==> src/rtl/pipe_hazard_unit.sv <==
// Hazard/forwarding controller: load-use stalls, taken-branch flushes, EX operand forwarding, perf counters.
// Control and forward outputs are combinational (zero latency), counters lag one edge; freeze_i holds all state.
module pipe_hazard_unit #(
  parameter int ADDR_W      = 5,
  parameter int FLUSH_DEPTH = 3,
  parameter int CNT_W       = 16
) (
  input  logic              clk_i,
  input  logic              rst_n,
  input  logic              id_valid_i,
  input  logic [ADDR_W-1:0] id_rs_i,
  input  logic [ADDR_W-1:0] id_rt_i,
  input  logic              id_use_rs_i,
  input  logic              id_use_rt_i,
  input  logic [ADDR_W-1:0] id_dst_i,
  input  logic              id_reg_write_i,
  input  logic              id_mem_read_i,
  input  logic              branch_taken_i,
  input  logic              freeze_i,
  output logic              pc_write_o,
  output logic              if_id_write_o,
  output logic              if_id_flush_o,
  output logic              id_ex_flush_o,
  output logic              ex_mem_flush_o,
  output logic              id_ex_bubble_o,
  output logic [1:0]        fwd_a_o,
  output logic [1:0]        fwd_b_o,
  output logic [CNT_W-1:0]  stall_cnt_o,
  output logic [CNT_W-1:0]  flush_cnt_o
);

  typedef struct packed {
    logic              vld;
    logic [ADDR_W-1:0] rs;
    logic [ADDR_W-1:0] rt;
    logic              use_rs;
    logic              use_rt;
    logic [ADDR_W-1:0] dst;
    logic              reg_write;
    logic              mem_read;
  } ex_ent_t;

  typedef struct packed {
    logic              vld;
    logic [ADDR_W-1:0] dst;
    logic              reg_write;
  } wr_ent_t;

  // Branch resolved in MEM means the instruction already sitting in EX/MEM is wrong-path too.
  localparam bit FLUSH_EX_MEM = (FLUSH_DEPTH >= 3);

  ex_ent_t          r_ex;
  wr_ent_t          r_mem;
  wr_ent_t          r_wb;
  logic [CNT_W-1:0] r_stall_cnt;
  logic [CNT_W-1:0] r_flush_cnt;

  ex_ent_t w_id_ent;
  wr_ent_t w_ex_wr;
  logic    w_ex_live;
  logic    w_mem_live;
  logic    w_wb_live;
  logic    w_rs_hit;
  logic    w_rt_hit;
  logic    w_load_use;
  logic    w_run;
  logic    w_flush;
  logic    w_stall;
  logic    w_a_mem;
  logic    w_a_wb;
  logic    w_b_mem;
  logic    w_b_wb;

  assign w_id_ent = '{vld: id_valid_i, rs: id_rs_i, rt: id_rt_i, use_rs: id_use_rs_i,
                      use_rt: id_use_rt_i, dst: id_dst_i, reg_write: id_reg_write_i,
                      mem_read: id_mem_read_i};
  assign w_ex_wr  = '{vld: r_ex.vld, dst: r_ex.dst, reg_write: r_ex.reg_write};

  // A writer to $0 is never live, so $0 can neither forward nor stall.
  assign w_ex_live  = r_ex.vld  & r_ex.reg_write  & (|r_ex.dst);
  assign w_mem_live = r_mem.vld & r_mem.reg_write & (|r_mem.dst);
  assign w_wb_live  = r_wb.vld  & r_wb.reg_write  & (|r_wb.dst);

  assign w_rs_hit   = id_use_rs_i & (id_rs_i == r_ex.dst);
  assign w_rt_hit   = id_use_rt_i & (id_rt_i == r_ex.dst);
  assign w_load_use = id_valid_i & w_ex_live & r_ex.mem_read & (w_rs_hit | w_rt_hit);

  assign w_run   = rst_n & ~freeze_i;
  assign w_flush = w_run & branch_taken_i;
  assign w_stall = w_run & ~branch_taken_i & w_load_use;

  assign pc_write_o     = ~rst_n | (~freeze_i & ~w_stall);
  assign if_id_write_o  = ~rst_n | (~freeze_i & ~w_stall);
  assign if_id_flush_o  = w_flush;
  assign id_ex_flush_o  = w_flush;
  assign ex_mem_flush_o = w_flush & FLUSH_EX_MEM;
  assign id_ex_bubble_o = w_stall;

  assign w_a_mem = r_ex.vld & r_ex.use_rs & w_mem_live & (r_mem.dst == r_ex.rs);
  assign w_a_wb  = r_ex.vld & r_ex.use_rs & w_wb_live  & (r_wb.dst  == r_ex.rs);
  assign w_b_mem = r_ex.vld & r_ex.use_rt & w_mem_live & (r_mem.dst == r_ex.rt);
  assign w_b_wb  = r_ex.vld & r_ex.use_rt & w_wb_live  & (r_wb.dst  == r_ex.rt);

  assign fwd_a_o = w_a_mem ? 2'b01 : (w_a_wb ? 2'b10 : 2'b00);
  assign fwd_b_o = w_b_mem ? 2'b01 : (w_b_wb ? 2'b10 : 2'b00);

  assign stall_cnt_o = r_stall_cnt;
  assign flush_cnt_o = r_flush_cnt;

  always_ff @(posedge clk_i or negedge rst_n) begin
    if (!rst_n) begin
      r_ex        <= '0;
      r_mem       <= '0;
      r_wb        <= '0;
      r_stall_cnt <= '0;
      r_flush_cnt <= '0;
    end else if (!freeze_i) begin
      r_wb <= r_mem;
      if (w_flush) begin
        r_ex  <= '0;
        r_mem <= FLUSH_EX_MEM ? '0 : w_ex_wr;
        if (r_flush_cnt != '1) r_flush_cnt <= r_flush_cnt + CNT_W'(1);
      end else if (w_stall) begin
        r_ex  <= '0;
        r_mem <= w_ex_wr;
        if (r_stall_cnt != '1) r_stall_cnt <= r_stall_cnt + CNT_W'(1);
      end else begin
        r_ex  <= w_id_ent;
        r_mem <= w_ex_wr;
      end
    end
  end

endmodule

==> config.mk <==
export PLATFORM = sky130hd
export DESIGN_NAME = pipe_hazard_unit
export DESIGN_NICKNAME = d
export VERILOG_FILES = /design/src/rtl/pipe_hazard_unit.sv
export SDC_FILE = /design/constraint.sdc
export NUM_CORES = 1
export LEC_CHECK = 0
export ABC_CLOCK_PERIOD_IN_PS = 2840
export CORE_UTILIZATION = 36
export DETAILED_ROUTE_END_ITERATION = 12
export HOLD_SLACK_MARGIN = 0.08
export PLACE_DENSITY_LB_ADDON = 0.15
export SYNTH_ARGS = -nofsm -noshare
export SYNTH_HDL_FRONTEND = slang
export SYNTH_SLANG_ARGS = --single-unit
==> constraint.sdc <==
create_clock -name clk_i -period 2.84 [get_ports clk_i]
set_clock_uncertainty 0.15 [all_clocks]
set_input_delay 0.284 -clock clk_i [delete_from_list [all_inputs] [get_ports clk_i]]
set_output_delay 0.284 -clock clk_i [all_outputs]
set_load 0.005 [all_outputs]
### Yosys cells after proc, flatten, opt, wreduce, memory -nomap -nowiden

Cells that the tools add are included.

* bits in registers: 66
* bits of input ports: 24
* output and inout port bits: 42
* word-level logic and storage cells: 71

* add/sub/neg operators: 2
* equal/unequal tests: 8
* mux-type cells: 7
* bitwise gates (word level): 33
* reductions and logical operators: 5

Operators by type and width (number)
* two-way mux 20 bit: 2
* adder 16 x 1 -> 16 bit, second input constant: 2
* inequality test 16 bit, second input constant: 2
* == test 5 bit: 6
* bitwise AND 1 bit: 26
* OR reduction 5 bit: 3
* two-way mux 2 bit: 4
* two-way mux 7 bit: 1
* inverter 1 bit: 5
* AND reduction 4 bit: 1
* AND reduction 3 bit: 1
* bitwise OR 1 bit: 2

### Depth between registers and ports, before layout

* depth in word-level cells: 9
* gate-level depth with buffers: 8
* depth with buffers taken out: 7

### Least setup slack after synthesis

No wires, ideal clock.

* path type: register to output
* start: register r_ex[3] (netlist name)
* end: output pc_write_o
* arrival: 1641 ps
* required time: 2406 ps
* slack: 765 ps
* stages on the path, launching flop included: 7
* buffers on the path: 1
* cell sequence: dfrtp_1 or4_1 nor2_1 nor4_1 and2_4 o21ai_0 buf_4

* longest elaborated chain between the ends: 9
* elaborated cells on any way between the ends: 14
* classes of those cells: 2 x eq/ne; 11 x bitwise; 1 x reduce/logical

RTL lines
* start: declaration: RTL line 52 `ex_ent_t r_ex;`
* start signal: assignment: RTL line 128 `r_ex <= w_id_ent;`
* OR reduction 5 bit: RTL line 80 `assign w_ex_live = r_ex.vld & r_ex.reg_write & (|r_ex.dst);`
* bitwise AND 1 bit: RTL line 80
* bitwise AND 1 bit (2 in series): RTL line 86 `assign w_load_use = id_valid_i & w_ex_live & r_ex.mem_read & (w_rs_hit | w_rt_hit);`
* bitwise AND 1 bit *: RTL line 86
* bitwise AND 1 bit *: RTL line 90 `assign w_stall = w_run & ~branch_taken_i & w_load_use;`
* named net id_ex_bubble_o: RTL line 25 `output logic id_ex_bubble_o,`
* inverter 1 bit *
* bitwise AND 1 bit *
* bitwise OR 1 bit *
* end: declaration: RTL line 20 `output logic pc_write_o,`

The timed path passes the listed nets; every way through them passes the cells marked *.

### Final worst setup path

* start: register r_mem[2] (netlist name)
* end: output fwd_b_o[1]

* longest elaborated chain between the ends: 5
* elaborated cells on any way between the ends: 6
* classes of those cells: 1 x eq/ne; 1 x mux; 3 x bitwise; 1 x reduce/logical

RTL lines
* start: declaration: RTL line 53 `wr_ent_t r_mem;`
* start signal: assignment: RTL line 121 `r_mem <= FLUSH_EX_MEM ? '0 : w_ex_wr;`
* start signal: assignment: RTL line 125 `r_mem <= w_ex_wr;`
* start signal: assignment: RTL line 129 `r_mem <= w_ex_wr;`
* OR reduction 5 bit: RTL line 81 `assign w_mem_live = r_mem.vld & r_mem.reg_write & (|r_mem.dst);`
* bitwise AND 1 bit: RTL line 81
* bitwise AND 1 bit: RTL line 101 `assign w_b_mem = r_ex.vld & r_ex.use_rt & w_mem_live & (r_mem.dst == r_ex.rt);`
* bitwise AND 1 bit *: RTL line 101
* two-way mux 2 bit *: RTL line 105 `assign fwd_b_o = w_b_mem ? 2'b01 : (w_b_wb ? 2'b10 : 2'b00);`
* end: declaration: RTL line 27 `output logic [1:0] fwd_b_o,`

Every way passes the cells marked *; elsewhere a longest branch is shown, timed or not.

==> out/results.ini <==
[run_status]
status=complete, no violations

[die]
num_rows=34
initial_utilization=0.3721
chipWidth_um=97.17
core_mm2=0.008763
io_pins=66
dieArea_mm2=0.009442
fp.dieH_um=97.17

[critical_path]
critPathArrivalTime_ns=2.33
required_ns=2.41
r2r_slack_ns=0.24
r2r_start=r_ex[3]
r2r_end=r_ex[6]
ff2ff_path_depth=6
cp-start-kind=register
end_kind=output pin
worstPathMaxFanout=4
crit_type=register to output pin

[pwr]
powerDensity_mw_per_mm2=541.4
total_power_mw=2.317
max-vdd-ir-drop_uv=361.4
leakagePower_nw=1.843

[synth]
synthCells=289
synth.cell_area_mm2=0.003261
synth-seq-cells=66
ys_seq_area_frac=0.5065
ys.warnings.count=0
syn-num-nets=315
ys_types=34
synth_area_per_cell_um2=11.28

[sta]
worst_pin_slew_ns=0.9855
hold_viol=0
fmax_ghz=0.3616
setup_viol_count_final=0
timing.final.crit_share=0.9737
slew_headroom=0.3409
final_max_slew_viol_count=0
min_period_ns=2.765
setup-tns-final_ns=0

[routing]
viasPerCell=5.046
wl_mm=7.543
drtAntennaViolNets=0
firstDrtPassIters=4
via_count=2407
wire_per_inst_um=15.81
drc_errors=0
drt_iter0_drc=82

[finish]
fin_cells=477
fill_cells=833
area_delta_synth_final_pct=31.24
drive_gt1_frac=0.1843
final_util=0.4883
antennaDiodeCount=0
nNetsFinal=392

[place]
gp_congestion=0.7818
dp.cells=457
portBuffers=65
dp_hpwl_mm=5.170

[global_route]
grt_first_pass_wirelength_mm=12.70
first_global_vias=2450
grt_use_total=0.1687
grt_overflow=0
grt_antenna_before_repair=0
grt_max_degree=72

[run]
drv_cap=0

[clock_tree]
cts_buffer_depth=2
numCtsBuffers=9
tritoncts=yes
htree_levels=3
cts_root_buf=clkbuf_8
clock_latency_ns=0.34
path_clk_slew_ns=0.07
cts.sinks=66

[hold_path]
min_from=flush_cnt_o[10]
hold_path.class=register to register
min_path_cells=1
whs_endpoint=flush_cnt_o[10]

==> repair_timing <==
item	CTS	global route
resized for setup	1	8
hold buffers	1	0
setup endpoints to repair	2	4
buffers inserted	0	5
endpoints found under the hold margin	66	0
pin swaps	0	4
==> worst max-delay path, stage by stage, from the launching register on <==
cell and delay [ns]:
dfrtp_2 0.44, or4_4 0.54, o211ai_1 0.33, nor4_2 0.08
nor2_1 0.10, clkdlybuf4s50_1 0.50
==> sequential cells by signal, summed over array words and instances (netlist names) <==
name	cells
r_ex	20
flush_cnt_o	16
stall_cnt_o	16
r_mem	7
r_wb	7
==> synthesized netlist by cell type (all sizes together) <==
| master | number | share of area |
|---|---|---|
| a211oi | 1 | 0.0061 |
| a22o | 20 | 0.061 |
| and2 | 3 | 0.0065 |
| and3 | 2 | 0.0038 |
| and3b | 1 | 0.0027 |
| and4 | 5 | 0.013 |
| buf | 10 | 0.027 |
| clkbuf | 3 | 0.0035 |
| dfrtp | 66 | 0.51 |
| dlygate4sd3 | 1 | 0.0031 |
| ha | 2 | 0.0077 |
| inv | 1 | 0.0012 |
| mux2 | 10 | 0.035 |
| nand2 | 28 | 0.032 |
| nand2b | 2 | 0.0038 |
| nand3 | 16 | 0.025 |
| nand3b | 1 | 0.0023 |
| nand4 | 12 | 0.023 |
| nand4b | 3 | 0.0081 |
| nor2 | 14 | 0.016 |
| nor2b | 1 | 0.0019 |
| nor3 | 5 | 0.0077 |
| nor4 | 4 | 0.0077 |
| o211ai | 3 | 0.0069 |
| o21a | 1 | 0.0023 |
| o21ai | 8 | 0.012 |
| o22ai | 1 | 0.0019 |
| or3 | 1 | 0.0019 |
| or4 | 5 | 0.012 |
| xnor2 | 39 | 0.10 |
| xor2 | 20 | 0.054 |
==> cells by family (layout without fill, tap and decap cells) <==
| group | after synthesis | after routing | synth area share |
|---|---|---|---|
| muxes | 10 | 10 | 0.03454 |
| adders and majority gates | 2 | 2 | 0.007673 |
| AOI/OAI and AO/OA | 34 | 34 | 0.09095 |
| xor gates and xnor gates | 59 | 59 | 0.1585 |
| and+or+nand+nor | 103 | 103 | 0.1673 |
| buffers and inverters | 15 | 95 | 0.03453 |
| DFF | 66 | 66 | 0.5065 |
==> power breakdown <==
group | internal, mW | switching [mW]
registers | 1.02 | 0.104
clock network | 0.441 | 0.353
logic | 0.241 | 0.154
==> per-layer routing <==
layer | routed length [µm] | GRT usage
met2 | 3430 | 0.2465
met5 | 0 | 0
met4 | 98 | 0.06659
met1 | 3718 | 0.2419
met3 | 295 | 0.03813
==> placed cells by master, fill, tap and decap left out, types with 2 or more instances in the layout <==
cell             count
xnor2_1             39
dfrtp_2              2
and4_1               5
nor4_2               2
o21ai_0              7
nand4b_1             3
o211ai_1             3
nor4_1               2
nand4_1             12
and2_1               2
buf_4               13
dfrtp_1             64
nor2_1              13
nand3_1             16
nand2b_1             2
clkbuf_8            11
a22o_2              20
nand2_1             28
clkdlybuf4s50_1     63
clkinv_2             2
and3_1               2
mux2_2              10
or4_1                4
xor2_1              20
ha_1                 2
nor3_1               5
==> through the flow <==
step | hold slack, ns | setup slack [ns] | area [µm²]
final | 0.3454 | 0.07456 | 4279
after global routing | 0.3573 | -0.01056 | 4279
after CTS | 0.3490 | 0.01161 | 4214
after detailed placement | 0.2766 | 0.2199 | 4013
after global placement | 0.2795 | 0.2042 | 4013
after floorplan | -0.1616 | 0.7646 | 3261
==> worst max path at each step <==
stage,from,end,slack [ns]
floorplan,r_ex[3],pc_write_o,0.76
global placement,r_ex[3],r_ex[6],0.20
CTS,r_ex[3],if_id_write_o,0.01
global route,r_mem[2],fwd_b_o[1],-0.01
finish,r_mem[2],fwd_b_o[1],0.07
detailed placement,id_rt_i[1],if_id_write_o,0.22
==> layout make-up <==
type	instances	area, µm²	share of cell area
repair buffers	80	775.7	0.1813
well taps	108	135.1	0.03158
clock buffers	11	151.4	0.03538
clock inverters	3	40.04	0.009357
multi-input cells	208	1519	0.3550
inverters	1	3.754	0.0008772
flip-flops and latches	66	1654	0.3866
Note: power is estimated with default switching activity, not from simulation.
==> variant: new RTL, same flow settings <==
Change the parameter `CNT_W` from 16 to 32.
--- a/src/rtl/pipe_hazard_unit.sv
+++ b/src/rtl/pipe_hazard_unit.sv
@@ -4,5 +4,5 @@
   parameter int ADDR_W      = 5,
   parameter int FLUSH_DEPTH = 3,
-  parameter int CNT_W       = 16
+  parameter int CNT_W       = 32
 ) (
   input  logic              clk_i,
Interface: changed (resized flush_cnt_o and stall_cnt_o); port bits go from 66 to 98. No check against the original RTL was run, so the function may have changed too.
==> variant against the unedited design <==
Worst setup slack improved by 0.011 ns. Critical path type unchanged. Synthesized area increased by 49%. Total power increased by 39%. Sequential cell count increased by 32. Routed wire length increased by 57%. Utilization decreased by 0.47 points. Final area increased by 49%.
==> variant: results (changes against the unedited design) <==
[status]
status = complete, no violations  ; unchanged

[critical_path]
r2r_slack_ns = 0.15  ; was 0.24 ns
rr_endpoint = r_ex[5]$_DFFE_PN0N_  ; was r_ex[6]$_DFFE_PN0N_
slowest_delay_ns = 0.54  ; about the same
crit_slowest_cell = or4_1  ; was or4_4
cp_max_fo = 5  ; was 4

[power_and_ir_drop]
cellLeakagePower_nw = 2.84  ; was 1.84 nW
irDropWorstVdd_v = 0.000434  ; was 0.000361 V
power_switching_w = 0.000792  ; was 0.000611 W

[grt]
grt_max_degree = 62  ; was 72
track_usage_pct = 18.0  ; was 16.9%
grt_pass1_wl_um = 19400  ; was 12700 um

[finish]
filler_cell_count = 1213  ; was 833
final_layout_size_suffix_gt1_share_pct = 11.4  ; was 18.4%
final_nets = 575  ; was 392

[synthesis]
synth-seq-area-share_pct = 50.5  ; was 50.7%
synthTopCellsByArea = dfrtp_1 (50%), xnor2_1 (9.2%), xor2_1 (7.4%), a22o_1 (3.6%), nand2_1 (3.6%)  ; was dfrtp_1 (51%), xnor2_1 (10%), a22o_2 (6.1%), xor2_1 (5.4%), mux2_2 (3.5%)
synth_enable_flop_cells = 0  ; unchanged
netlist-cell-type-count = 47  ; was 34
synthTopCellsByCount = dfrtp_1 (98), xnor2_1 (51), nand2_1 (46)  ; was dfrtp_1 (66), xnor2_1 (39), nand2_1 (28)
synthesis.nets = 468  ; was 315

[place]
dp_hpwl_um = 8570  ; was 5170 um
gp_congestion = 0.834  ; was 0.782
port_buffers = 97  ; was 65

[sta]
fin_hold_ws_ns = 0.304  ; was 0.345 ns
maxSlewHeadroom_pct = 48.0  ; was 34.1%

[routing]
drt_iter0_markers = 158  ; was 82
drt_wl_total_um = 11900  ; was 7540 um
num_vias = 3737  ; was 2407

[clock_network]
root_buffer = clkbuf_16  ; was clkbuf_8

[worst_hold_path]
hold_class = in -> reg  ; was reg -> reg
whs_endpoint = r_mem[2]$_DFFE_PN0N_  ; was flush_cnt_o[10]$_DFFE_PN0P_
min-delay-start = freeze_i  ; was flush_cnt_o[10]$_DFFE_PN0P_
whs_path_depth = 4  ; was 1

## variant: layout make-up
class	instances	area, sq um	share of cell area, %
Sequential cell	98	2460	38.5
Clock buffer	12	256	4.02
Tap cell	176	220	3.45
Multi-Input combinational cell	321	2280	35.7
Clock inverter	4	50.0	0.785
Timing Repair Buffer	114	1100	17.2
Inverter	5	18.8	0.294
## variant: repair_timing
| action | 4_1_cts | 5_1_grt |
|---|---|---|
| setup buffers | 2 | 1 |
| gates resized for setup | 3 | 4 |
| hold buffers | 1 | 0 |
| endpoints found under the hold margin | 16 | 0 |
| endpoints found under the setup margin | 3 | 4 |
| pin swaps | 1 | 2 |
## variant: metal layers
layer  global-route usage (%)  share of wire [%]  vias up
met5                        0                  0        -
li1                         -                  -     1787
met4                     7.37                1.9        0
met2                     27.9                 47       89
met1                     25.1                 47     1847
met3                     2.75                3.9       14
## variant: how the worst max path moves through the flow
| stage | startpoint | endpoint | slack, ns |
|---|---|---|---|
| floorplan | r_ex[3]$_DFFE_PN0N_ | pc_write_o | 0.46 |
| global placement | id_rt_i[0] | r_ex[0]$_DFFE_PN0N_ | 0.18 |
| detailed placement | id_rt_i[0] | r_ex[3]$_DFFE_PN0N_ | 0.1 |
| CTS | r_mem[3]$_DFFE_PN0N_ | fwd_b_o[1] | 0.01 |
| global route | r_mem[3]$_DFFE_PN0N_ | fwd_b_o[1] | -0.03 |
| finish | r_mem[3]$_DFFE_PN0N_ | fwd_b_o[1] | 0.09 |
## variant: power groups by stage
stage               registers [W]  clock network (W)  logic [W]
finish                    0.00157            0.00126   0.000396
global route              0.00158            0.00135   0.000437
CTS                       0.00158            0.00129   0.000400
detailed placement        0.00160                  0   0.000389
global placement          0.00160                  0   0.000383
floorplan                 0.00158                  0   0.000201
## variant: cell families after synthesis
kind of cell             after synthesis  synth area share (%)
AO/OA/AOI/OAI                         36                  6.23
XOR/XNOR                              92                  16.6
adder cells (fa/ha/maj)                2                 0.515
buffers and inverters                 23                  2.68
flip-flops                            98                  50.5
multiplexers                           9                  2.09
AND/OR/NAND/NOR                      182                  21.4
## variant: metrics by stage
step	total power (W)	setup slack (ns)	util (%)	instances	instance area, sq um
2_1_floorplan	0.00178	0.460	-	442	4860
3_3_place_gp	0.00198	0.181	45.7	710	6030
3_5_place_dp	0.00199	0.0997	45.7	710	6030
4_1_cts	0.00326	0.0102	48.2	729	6360
5_1_grt	0.00337	-0.0319	48.4	730	6380
6_report	0.00323	0.0853	48.4	730	6380
## variant: critical path, delay by kind of cell, from the launching register on
kind	cells	cell delay, ns
AND/OR/NAND/NOR	3	0.78
flip-flops	1	0.45
AO/OA/AOI/OAI	1	0.25
buffers and inverters	1	0.51
